### src/rtl/seq_addsub_pkg.sv
// Shared types and sizing helpers for the multi-cycle adder/subtractor.
package seq_addsub_pkg;

    typedef enum logic [1:0] {
        ST_IDLE = 2'd0,
        ST_CALC = 2'd1,
        ST_DONE = 2'd2
    } state_t;

    function automatic int nchunk(input int w, input int c);
        return (c < 1) ? 1 : w / c;
    endfunction

    // Counter width sized to hold 0..NCHUNK.
    function automatic int cnt_width(input int w, input int c);
        return $clog2(nchunk(w, c) + 1);
    endfunction

endpackage

### src/rtl/addsub_chunk.sv
// CHUNK-bit gate-level ripple adder with B-invert for subtraction.
module addsub_chunk #(
    parameter int CHUNK = 8
) (
    input  logic [CHUNK-1:0] a,
    input  logic [CHUNK-1:0] b,
    input  logic             sub,
    input  logic             cin,
    output logic [CHUNK-1:0] sum,
    output logic             cout,
    output logic             c_msb
);

    logic [CHUNK-1:0] bx;
    logic [CHUNK:0]   c;

    assign bx   = b ^ {CHUNK{sub}};
    assign c[0] = cin;

    for (genvar i = 0; i < CHUNK; i++) begin : g_fa
        assign sum[i]   = a[i] ^ bx[i] ^ c[i];
        assign c[i+1]   = (a[i] & bx[i]) | (c[i] & (a[i] ^ bx[i]));
    end

    assign cout  = c[CHUNK];
    assign c_msb = c[CHUNK-1];

endmodule

### src/rtl/seq_addsub.sv
// Multi-cycle two's-complement add/sub, CHUNK bits per cycle, with flags and
// optional signed saturation.
//
//   state   | meaning
//   --------+-------------------------------------------------------------
//   IDLE    | waiting for operands, in_ready high
//   CALC    | one chunk per cycle, LSB chunk first, index k
//   DONE    | result and flags held until out_ready
module seq_addsub
    import seq_addsub_pkg::*;
#(
    parameter int WIDTH = 32,
    parameter int CHUNK = 8
) (
    input  logic             clk,
    input  logic             rst,
    input  logic             in_valid,
    output logic             in_ready,
    input  logic [WIDTH-1:0] a,
    input  logic [WIDTH-1:0] b,
    input  logic             sub,
    input  logic             sat,
    output logic             out_valid,
    input  logic             out_ready,
    output logic [WIDTH-1:0] ans,
    output logic             cout,
    output logic             v,
    output logic             z,
    output logic             n
);

    if (CHUNK < 1) begin : g_bad_chunk
        $error("seq_addsub: CHUNK must be at least 1");
    end else if ((WIDTH % CHUNK) != 0) begin : g_bad_width
        $error("seq_addsub: WIDTH must be a multiple of CHUNK");
    end

    localparam int NCHUNK = nchunk(WIDTH, CHUNK);
    localparam int KW     = cnt_width(WIDTH, CHUNK);
    localparam logic [KW-1:0] K_LAST = KW'(NCHUNK - 1);

    state_t           state;
    logic [KW-1:0]    k;
    logic             carry;
    logic [WIDTH-1:0] a_r, b_r, res;
    logic             sub_r, sat_r;

    logic [CHUNK-1:0] csum;
    logic             cco, cmsb, v_raw;
    logic [WIDTH-1:0] raw, fin;

    addsub_chunk #(.CHUNK(CHUNK)) u_chunk (
        .a     (a_r[k*CHUNK +: CHUNK]),
        .b     (b_r[k*CHUNK +: CHUNK]),
        .sub   (sub_r),
        .cin   (carry),
        .sum   (csum),
        .cout  (cco),
        .c_msb (cmsb)
    );

    assign v_raw    = cmsb ^ cco;
    assign in_ready = (state == ST_IDLE) && !rst;

    // Full result as it will look once the current chunk is written back.
    always_comb begin
        raw = res;
        raw[k*CHUNK +: CHUNK] = csum;
        fin = raw;
        if (sat_r && v_raw) begin
            fin = a_r[WIDTH-1] ? {1'b1, {(WIDTH-1){1'b0}}} : {1'b0, {(WIDTH-1){1'b1}}};
        end
    end

    always_ff @(posedge clk) begin
        if (rst) begin
            state     <= ST_IDLE;
            k         <= '0;
            carry     <= 1'b0;
            res       <= '0;
            a_r       <= '0;
            b_r       <= '0;
            sub_r     <= 1'b0;
            sat_r     <= 1'b0;
            out_valid <= 1'b0;
            ans       <= '0;
            cout      <= 1'b0;
            v         <= 1'b0;
            z         <= 1'b0;
            n         <= 1'b0;
        end else begin
            case (state)
                ST_IDLE: begin
                    if (in_valid) begin
                        a_r   <= a;
                        b_r   <= b;
                        sub_r <= sub;
                        sat_r <= sat;
                        carry <= sub;
                        k     <= '0;
                        state <= ST_CALC;
                    end
                end
                ST_CALC: begin
                    res[k*CHUNK +: CHUNK] <= csum;
                    carry <= cco;
                    if (k == K_LAST) begin
                        ans       <= fin;
                        cout      <= cco;
                        v         <= v_raw;
                        z         <= (fin == '0);
                        n         <= fin[WIDTH-1];
                        out_valid <= 1'b1;
                        k         <= '0;
                        state     <= ST_DONE;
                    end else begin
                        k <= k + KW'(1);
                    end
                end
                ST_DONE: begin
                    if (out_ready) begin
                        out_valid <= 1'b0;
                        state     <= ST_IDLE;
                    end
                end
                default: state <= ST_IDLE;
            endcase
        end
    end

endmodule

### config.mk
export PLATFORM = sky130hd
export DESIGN_NAME = seq_addsub
export DESIGN_NICKNAME = d
export VERILOG_FILES = /design/src/rtl/seq_addsub_pkg.sv /design/src/rtl/addsub_chunk.sv /design/src/rtl/seq_addsub.sv
export SDC_FILE = /design/constraint.sdc
export NUM_CORES = 1
export LEC_CHECK = 0
export ABC_AREA = 1
export ABC_CLOCK_PERIOD_IN_PS = 7260
export BUFFER_PORTS_ARGS = -buffer_cell sky130_fd_sc_hd__buf_2
export CAP_MARGIN = 20
export CORE_MARGIN = 2
export CORE_UTILIZATION = 55
export DETAILED_ROUTE_END_ITERATION = 8
export MAX_ROUTING_LAYER = met4
export PLACE_DENSITY = 0.88
export SLEW_MARGIN = 20
export SYNTH_ARGS = -nofsm -noshare
export SYNTH_HDL_FRONTEND = slang
export SYNTH_SLANG_ARGS = --single-unit
### constraint.sdc
create_clock -name clk -period 7.26 [get_ports clk]
set_input_delay 1.452 -clock clk [delete_from_list [all_inputs] [get_ports clk]]
set_output_delay 1.452 -clock clk [all_outputs]
set_load 0.1 [all_outputs]
==> out/results.txt <==
status = finished clean
Final Wtd Congestion = 0.973
met1 usage = 33.7%
final max-slew violation count = 0
startpoint types = flop
CTS Buffer Depth = 2
area grow syn2layout = 17.0%
CTS sink cnt = 140
GRT Overall Usage = 28.5%
pwr/cell area = 281 mW/mm2
Post-Place Setup Slack = 1550 ps
grt total ovfl = 0
root buffer cell = clkbuf_16
clock transition at the registers of the reported paths = 60 ps
Int Power = 1.47 mW
Setup CP Type = flop to flop
chip width = 113 um
clock latency on the worst-skew pair = 430 ps
GRT met2 Usage = 45.2%
Residual DRC = 0
Hold Buf Count CTS = 0
Setup TNS Final = 0 ps
skew final = 7.25 ps
Initial Util = 56.5%
IO buf count = 107
Synthesized Nets = 1010
syn_area_per_cell = 6.99 um2
vias in the first global route = 5930
final hold vios = 0
switching share of power = 30.9%
Yosys reg bits = 140
DRT iter0 DRCs = 736
Post-CTS Resized = 0
unrepaired setup endpoints after global routing = false
# diodes = 0
max_slew headroom = 34.3%
register area share after synthesis = 43.3%
CP delay by family, top = adder cells
YS warnings = 0
overall die height = 113 um
FMAX = 0.171 GHz
Final period util = 80.6%
antenna violations before repair = 0
grt met3 use = 6.75%
filler cell count = 974
H-tree levels = 4
most frequent cells in the layout = nor2_1, o21ai_0, dfxtp_1
busiest layer in global routing = met2
largest stage delay on the critical path = 410 ps
Flop pwr share = 39.8%
Nets = 1085
share of layout cells above drive strength 1 = 16.1%
Crit. End Element = flop
crit path buf inv count = 5
largest net degree at the start of global routing = 109
I/O pin cnt = 108
CP max stage cell = fa_1
Max IR drop VDD = 246 uV
Synth Instances = 926
FP Rows = 39
dpl hpwl = 11.5 mm
Final min period = 5850 ps
Logic pwr share = 20.3%
worst hold path class = flop to flop
drt via density = 5.58
TritonCTS clock tree = done
Via Count = 6453
CP Max Fanout = 44
die area = 0.0127 mm2
CP Data Required Time = 7630 ps
antenna viol nets, final = 0
Post-CTS Setup Bufs = 0
TritonRoute pass-1 iters = 5
CP arrival = 6220 ps
post-route setup slack = 1410 ps
most common cell after layout, fill and taps aside = nor2_1
Yosys cell types = 33
mapped cell area = 0.00648 mm2
Setup violations, final = 0
worst slew pin tran = 984 ps
Max-Cap Viols = 0
FFs w/ async S/R, synth = 0%
static leakage = 3.64 nW
number of enable flip-flop cells after synthesis = 0
area of the core = 0.0115 mm2
Avg WL per Cell = 14.9 um
Net Switching = 0.657 mW
Total Wirelength = 17.2 mm
total CTS buffers = 17
ys flop type = dfxtp_1
first-pass GRT wire length = 28.0 mm
clock network fraction of total power = 39.9%
-- logic make-up after synthesis --
family,Yosys count,synth area share (%)
AO/OA/AOI/OAI,250,20.3
XOR/XNOR,8,1.08
adder cells (fa/ha/maj),14,3.63
buffers and inverters,139,8.52
flip-flops,140,43.3
AND/OR/NAND/NOR,375,23.1
-- tightest hold or removal path: cells and delay by family (launching register included) --
family,cells,cell delay [ps]
compound gates,1,50
simple gates,1,60
flops,1,300
-- final timing paths --
kind | from | end | slack (ps) | depth (start not counted)
worst min register to register | out_valid | out_valid | 460 | 2
worst max register to register | k[0] | z | 1410 | 27
worst max-delay path | k[0] | z | 1410 | 27
worst min-delay path | out_valid | out_valid | 460 | 2
-- area by class of cell --
| cell class | count | area (um2) | share of cell area [%] |
|---|---|---|---|
| Inverter | 80 | 304 | 4.01 |
| Clock inverter | 14 | 148 | 1.95 |
| Tap cell | 143 | 179 | 2.36 |
| Timing Repair Buffer | 115 | 596 | 7.86 |
| Clock buffer | 17 | 425 | 5.62 |
| Multi-Input combinational cell | 647 | 3120 | 41.2 |
| Sequential cell | 140 | 2800 | 37.0 |
-- routing by layer --
metal / part of all wire [%] / routed length (um)
met5: 0 / 0
met4: 4.2 / 714
met3: 6.9 / 1190
met2: 48 / 8240
met1: 41 / 7030
-- power groups by stage --
stage / sequential (mW) / clock [mW] / combinational (mW)
6_report: 0.847 / 0.847 / 0.432
5_1_grt: 0.851 / 0.882 / 0.480
4_1_cts: 0.846 / 0.846 / 0.419
3_5_place_dp: 0.861 / 0 / 0.413
3_3_place_gp: 0.861 / 0 / 0.402
2_1_floorplan: 0.858 / 0 / 0.302
-- Yosys cell counts, drive strengths merged (6+ instances only) --
library cell / count / area share (%)
xor2: 8 / 1.1
a21oi: 57 / 4.5
o211ai: 8 / 0.93
nand3: 20 / 1.5
inv: 77 / 4.5
buf: 18 / 1.4
nor2: 218 / 13
nand2: 128 / 7.6
dfxtp: 140 / 43
o21ai: 157 / 12
o22ai: 24 / 2.3
fa: 8 / 2.5
clkbuf: 41 / 2.4
ha: 6 / 1.2
nand3b: 7 / 0.81
-- per-stage QoR --
step                      util [%]  cell area, um2  hold WS (ps)  cells  total power [mW]
after floorplan                  -            6480           450    926              1.16
after global placement        61.1            7000           454   1125              1.26
after detailed placement      61.1            7000           459   1125              1.27
after CTS                     66.1            7580           467   1156              2.11
after global routing          66.1            7580           502   1156              2.21
final                         66.1            7580           464   1156              2.13
-- registers in the layout, summed over array words and instances (netlist names) --
register / flops
sub_r: 1
sat_r: 1
carry: 1
cout: 1
state: 2
a_r: 32
z: 1
v: 1
b_r: 32
ans: 32
k: 3
out_valid: 1
res: 32
(Power assumes the default switching activity.)
